<file path="config.mk">
export PLATFORM = sky130hd
export DESIGN_NAME = ifu_fetch
export DESIGN_NICKNAME = d
export VERILOG_FILES = /design/src/rtl/ifu_fetch.sv
export SDC_FILE = /design/constraint.sdc
export NUM_CORES = 1
export LEC_CHECK = 0
export ABC_AREA = 1
export BUFFER_PORTS_ARGS = -buffer_cell sky130_fd_sc_hd__clkbuf_2
export CORE_ASPECT_RATIO = 0.7
export CORE_MARGIN = 3
export CORE_UTILIZATION = 30
export CTS_BUF_LIST = sky130_fd_sc_hd__clkbuf_2
export DETAILED_ROUTE_END_ITERATION = 12
export PLACE_DENSITY = 0.59
export SYNTH_ARGS = -nofsm -noshare
export SYNTH_HDL_FRONTEND = slang
export SYNTH_SLANG_ARGS = --single-unit
</file>
<file path="constraint.sdc">
create_clock -name clk -period 1.5 [get_ports clk]
set_input_delay 0.3 -clock clk [delete_from_list [all_inputs] [get_ports clk]]
set_output_delay 0.3 -clock clk [all_outputs]
set_load 0.01 [all_outputs]
</file>
<file path="src/rtl/ifu_fetch.sv">
// Multicycle instruction fetch: one AXI4-Lite read per instruction, result handed
// to decode over valid/ready, then waits for the next PC from execute/writeback.
module ifu_fetch #(
    parameter logic [31:0] RESET_PC = 32'h8000_0000,
    parameter logic [31:0] NOP_INST = 32'h0000_0013
) (
    input  logic        clk,
    input  logic        rst,
    output logic [31:0] araddr,
    output logic        arvalid,
    input  logic        arready,
    input  logic [31:0] rdata,
    input  logic [1:0]  rresp,
    input  logic        rvalid,
    output logic        rready,
    output logic        out_valid,
    input  logic        out_ready,
    output logic [31:0] out_inst,
    output logic [31:0] out_pc,
    output logic        out_fault,
    input  logic        npc_valid,
    input  logic [31:0] npc,
    output logic [31:0] fetch_cnt
);

    localparam logic [1:0] S_AR  = 2'd0;
    localparam logic [1:0] S_R   = 2'd1;
    localparam logic [1:0] S_OUT = 2'd2;
    localparam logic [1:0] S_NPC = 2'd3;

    logic [1:0]  state;
    logic [31:0] pc;
    logic [31:0] inst_reg;
    logic        fault_reg;

    // Gating with rst keeps the handshakes low while reset is asserted.
    assign arvalid   = (state == S_AR) && rst;
    assign rready    = (state == S_R) && rst;
    assign out_valid = (state == S_OUT) && rst;
    assign araddr    = pc;
    assign out_inst  = inst_reg;
    assign out_pc    = pc;
    assign out_fault = fault_reg;

    always_ff @(posedge clk or negedge rst) begin
        if (!rst) begin
            state     <= S_AR;
            pc        <= RESET_PC;
            inst_reg  <= '0;
            fault_reg <= 1'b0;
            fetch_cnt <= '0;
        end else begin
            case (state)
                S_AR: begin
                    if (arready) state <= S_R;
                end
                S_R: begin
                    if (rvalid) begin
                        state <= S_OUT;
                        if (rresp == 2'b00) begin
                            inst_reg  <= rdata;
                            fault_reg <= 1'b0;
                        end else begin
                            inst_reg  <= NOP_INST;
                            fault_reg <= 1'b1;
                        end
                    end
                end
                S_OUT: begin
                    if (out_ready) begin
                        state     <= S_NPC;
                        fetch_cnt <= fetch_cnt + 32'd1;
                    end
                end
                S_NPC: begin
                    if (npc_valid) begin
                        pc <= npc;
                        // A misaligned target never reaches the bus; it is reported as a faulting NOP.
                        if (npc[1:0] == 2'b00) begin
                            state <= S_AR;
                        end else begin
                            inst_reg  <= NOP_INST;
                            fault_reg <= 1'b1;
                            state     <= S_OUT;
                        end
                    end
                end
                default: state <= S_AR;
            endcase
        end
    end

endmodule
</file>
Yosys cells after proc, flatten, opt, wreduce, memory -nomap -nowiden
Cells that the tools add are included.
Widths: inputs -> output; s select.

operators by class
  $add $sub $neg = 1
  multipliers = 0
  div/mod/pow operators = 0
  $lt $le $gt $ge = 0
  equal/unequal tests = 8
  shift-type cells = 0
  mux-type cells = 16
  bitwise gates (word level) = 0
  reductions and logical operators = 11

operators with widths
  kind                   number
  $mux 32                4
  $pmux 32 s2            1
  $add 32x1->32 const B  1
  $mux 2                 5
  $ne 2x2->1 const B     5
  $pmux 2 s4             1
  $reduce_and 4->1       2
  $logic_not 2->1        3
  $eq 2x2->1 const B     2
  $mux 1                 4
  $reduce_and 2->1       2
  $logic_and 1x1->1      3
  $eq 2x1->1 const B     1
  $pmux 1 s2             1
  $reduce_bool 2->1      1

storage, ports and cells
  register bits after elaboration = 99
  bits in latches = 0
  bits in writable memories = 0
  ROM bits = 0
  output and inout bits = 132
  word-level logic and storage cells = 41
  memories kept = 0

Depth between registers and ports, before layout
  word-level depth = 4
  gate-level depth with buffers = 10

Worst setup path before layout
No wires, ideal clock.

  kind = flip-flop to flip-flop
  start point = reg fetch_cnt[1]
  end point = reg fetch_cnt[26]
  setup time = 117 ps
  arrival time = 1376 ps
  required time = 1383 ps
  path slack = 8 ps
  stages on the path, launching flop included = 9
  cells stage by stage = dfrtp_1 -> ha_1 -> nand3_1 -> nor2_4 -> nand3_2 -> nor2_1 -> nand2_1 -> nand2_1 -> nand2_1

on the way
  cells in the longest elaborated chain, start to end = 1

ends and longest elaborated chain
  what                    line  text
  from (decl)             23    output logic [31:0] fetch_cnt
  from (signal assigned)  72    fetch_cnt <= fetch_cnt + 32'd1;
  $add 32x1->32           72

No other way between the ends.
A chain may end at the register's enable or synchronous reset.

Worst setup path after layout
  start point = reg state[1]
  end point = reg inst_reg[27], in the netlist out_inst[27]

on the way
  cells in the longest elaborated chain, start to end = 3

ends and longest elaborated chain
  what                                                                     line  text
  from (decl)                                                              31    logic [1:0] state;
  from (signal assigned)                                                   47    state <= S_AR;
  from (signal assigned)                                                   55    if (arready) state <= S_R;
  from (signal assigned)                                                   59    state <= S_OUT;
  $eq 2x2->1 / $eq 2x1->1 (equally long branches)                          53    case (state)
  $ne 2x2->1 (no source line) / $reduce_bool 2->1 (equally long branches)  --
  $reduce_and 4->1 (no source line)                                        --
  to (signal assigned)                                                     61    inst_reg <= rdata;
  to (decl)                                                                33    logic [31:0] inst_reg;

Several ways; a longest one is shown, not always the timed one.

==> impl_table.tex <==
\begin{tabular}{lr}
\hline
Metric & Value \\
\hline
\multicolumn{2}{l}{\textbf{Detailed routing}} \\
Detailed Route WL & 15,500 um \\
Number of violations reported at the end of detailed-routing iteration 0 & 281 \\
Residual DRC count & 0 \\
Total number of vias & 4,558 \\
Routed wire per std cell & 14.8 um \\
Post-DRT Antenna Nets & 0 \\
Via density per instance & 4.35 \\
Number of iterations in the first detailed-routing pass & 5 \\
\multicolumn{2}{l}{\textbf{Flow run}} \\
Max-cap violations & 0 \\
\multicolumn{2}{l}{\textbf{STA}} \\
Maximum frequency from static timing analysis & 575 MHz \\
Tightest slew margin relative to the limit & 0.628 \\
Share of the clock period used by the worst path & 1.16 \\
Endpoints failing setup & 65 \\
Worst setup skew after layout & 0.0251 ns \\
Worst hold slack & 0.162 ns \\
Min setup slack post-route & -0.238 ns \\
RSZ-0062 raised after global routing & true \\
Worst-Margin Slew & 0.557 ns \\
Min cycle time layout & 1.74 ns \\
Final Hold Viols & 0 \\
Final number of max-transition violations & 0 \\
\multicolumn{2}{l}{\textbf{Clock tree}} \\
CTS H-Tree Depth & 3 \\
Clock Root Buffer & clkbuf\_2 \\
Clock sink total & 99 \\
CTS tree & done \\
Buffers from clock root to sink, at most & 2 \\
Clock transition at the register clock pins on the worst setup and hold paths after CTS & 0.25 ns \\
Worst-Skew Late Latency & 0.56 ns \\
Number of clock buffers inserted by TritonCTS & 9 \\
\multicolumn{2}{l}{\textbf{Floorplan}} \\
Die extent in y & 110 um \\
Placeable Area & 0.0149 sq mm \\
Area enclosed by the die boundary & 0.0169 sq mm \\
Io pins & 204 \\
Cell Rows & 37 \\
DIE WIDTH & 154 um \\
Initial cell density of the core & 0.311 \\
\multicolumn{2}{l}{\textbf{Placement}} \\
Buffers added on ports & 203 \\
Number of cells after detailed placement & 893 \\
Detailed-placement wirelength estimate & 9170 um \\
Last weighted congestion value of the routability-driven placer & 0.818 \\
\multicolumn{2}{l}{\textbf{Cells and area}} \\
Synthesis-to-layout area growth & 74.5\% \\
Non-Filler Instances & 1,048 \\
Count of nets after finishing & 921 \\
Fin util & 0.542 \\
\# fillers & 1,294 \\
Fraction of final layout cells sized beyond drive strength 1 & 0.531 \\
Number of diodes added for antenna fixing & 0 \\
\multicolumn{2}{l}{\textbf{Power and ir drop}} \\
Maximum vdd drop & 0.000550 V \\
Power per cell area & 1450 mW/mm\^{}2 \\
Leakage power & 4.25 nW \\
\multicolumn{2}{l}{\textbf{Yosys}} \\
List of most frequent post-synthesis cells & 183 x nand2\_1, 98 x dfrtp\_1, 38 x inv\_1 \\
Ranking of synthesized cells by area & dfrtp\_1 53\%, nand2\_1 15\%, mux2\_2 7.8\%, buf\_4 5.9\%, inv\_1 3.1\% \\
Cells after Synth & 507 \\
Most frequent cell after synthesis & nand2\_1 \\
Net Count, Synth & 580 \\
Top\_reg\_cell synth & dfrtp\_1 \\
Area fraction of the dominant cell type after synthesis & 0.531 \\
Post-synthesis register bit count & 99 \\
Distinct cells, synth & 25 \\
Post-synthesis average cell area & 9.10 sq um \\
Share of flip-flops with an asynchronous set or reset & 1.00 \\
Yosys warning total & 0 \\
Sequential fraction of the synthesis area & 0.537 \\
Summed instance area of the synthesized netlist & 0.00461 sq mm \\
Biggest area consumer among synthesized cells & dfrtp\_1 \\
Count of flip-flops with a built-in enable after synthesis & 0 \\
\multicolumn{2}{l}{\textbf{Global route}} \\
Initial antenna violation count & 0 \\
Largest net degree at the start of global routing & 100 \\
Number of global-route vias before repair & 4,285 \\
Total gr overflow & 0 \\
Global-route wire length before repair & 22,600 um \\
Global Route Usage Sum & 0.167 \\
\multicolumn{2}{l}{\textbf{Worst setup path}} \\
Buf+Inv Stages, Crit Path & 5 \\
Type of destination of the critical path & register \\
Kind of critical path & reg -> reg \\
Slowest cell on the critical path & dfrtp\_2 \\
Worst path cell trace & buf\_6, buf\_6, nand2\_4, nor3\_4, nor2\_4, nand2\_4, nor2\_4, buf\_6, buf\_12, buf\_12, nand2\_4, nand2\_2 \\
Arrival time of data at the critical path endpoint & 2.20 ns \\
Category of cells accounting for the largest share of critical-path delay & simple AND/OR/NAND/NOR gates \\
Stage delay of the slowest cell on the critical path & 0.48 ns \\
Kind of launch point of the worst setup path & register \\
Largest driver fanout on the critical path & 8 \\
Required @ worst endpoint & 1.97 ns \\
\multicolumn{2}{l}{\textbf{Status}} \\
Violations in the final reports & setup timing \\
Status & finished, violations left \\
\multicolumn{2}{l}{\textbf{Hold path}} \\
Class of the tightest hold or removal check & in -> reg \\
\hline
\end{tabular}
==> worst reg2reg max path, cell delays in order, from the launching register on <==
cell     delay (ns)
dfrtp_2        0.48
buf_6          0.11
buf_6          0.10
nand2_4        0.07
nor3_4         0.24
nor2_4         0.06
nand2_4        0.08
nor2_4         0.04
buf_6          0.12
buf_12         0.12
buf_12         0.14
nand2_4        0.06
nand2_2        0.05
==> cells by family (layout without fill, tap and decap cells) <==
group	after synthesis	count (layout)	synth area share
AND/OR/NAND/NOR	266	267	0.243
flip-flops	99	99	0.537
buffers and inverters	82	427	0.0976
multiplexers	32	32	0.0781
XOR/XNOR	14	14	0.0266
AO/OA/AOI/OAI	13	13	0.0146
adder cells (fa/ha/maj)	1	1	0.00271
==> where the power goes <==
part | internal, mW | switching (mW) | total [mW]
Sequential | 3.53 | 0.696 | 4.23
Clock | 0.212 | 0.912 | 1.12
Combinational | 3.38 | 2.92 | 6.30
==> layout make-up <==
type	count	area [sq um]	area share
sequential	99	2490	0.309
inverter	40	155	0.0193
tap	195	244	0.0303
multi-input combinational	327	2130	0.265
clock buffer	9	45.0	0.00559
clock inverter	7	45.0	0.00559
timing repair buffer	371	2940	0.365
==> placed cells by master (no fill, tap or decap), types with 6 or more instances in the layout <==
cell type      instances
buf_2                  6
inv_1                 35
mux2_2                32
nand2_2               26
xor2_1                 7
dfrtp_2                9
nand3_1               17
nand4_1                8
buf_12                 8
buf_6                 49
nand2_1              137
nand2_4               20
clkbuf_2             178
buf_4                 64
nor2_1                20
nor2_2                 7
nor2_4                15
dlygate4sd3_1         65
dfrtp_1               89
==> per-layer routing <==
metal	part of all wire	routed length [um]	up-vias	global-route usage
met5	0	0	-	0
met4	0.016	250	0	0.0510
met3	0.065	1010	16	0.0378
met2	0.47	7300	177	0.280
met1	0.45	6910	2124	0.219
li1	-	-	2241	-
==> path summary, 6_finish.rpt <==
check / from / to / slack [ns] / cells after the start
worst max register to register: state[1]$_DFFE_PN0P_ / out_inst[27]$_DFFE_PN0P_ / -0.24 / 12
worst min-delay path: arready / state[1]$_DFFE_PN0P_ / 0.16 / 4
max in group asynchronous: rst / araddr[31]$_DFFE_PN1P_ / 0.67 / 3
worst max-delay path: state[1]$_DFFE_PN0P_ / out_inst[27]$_DFFE_PN0P_ / -0.24 / 12
min in group asynchronous: rst / araddr[11]$_DFFE_PN0P_ / 0.38 / 3
worst min register to register: out_inst[22]$_DFFE_PN0P_ / out_inst[22]$_DFFE_PN0P_ / 0.51 / 2
==> per-stage QoR <==
| step | worst slack (ns) | total power, mW | TNS, ns | cell area [sq um] |
|---|---|---|---|---|
| floorplan | 0.00759 | 6.83 | 0 | 4610 |
| global placement | 0.0277 | 8.29 | 0 | 5850 |
| detailed placement | -0.00134 | 8.31 | -0.00134 | 5850 |
| CTS | -0.321 | 10.3 | -7.23 | 7170 |
| global route | -0.358 | 12.4 | -21.01 | 8050 |
| finish | -0.238 | 11.7 | -7.95 | 8050 |
==> registers in the layout, summed over array words and instances (netlist names) <==
register	count
fetch_cnt	32
out_fault	1
state	2
araddr	32
out_inst	32
==> repair_timing <==
item,4_1_cts,5_1_grt
pin swaps,10,33
gates cloned,3,7
hold buffers,65,0
endpoints found under the setup margin,119,184
gates resized for setup,37,190
buffers inserted,49,20
hold endpoints to repair,162,0
(Power assumes the default switching activity.)
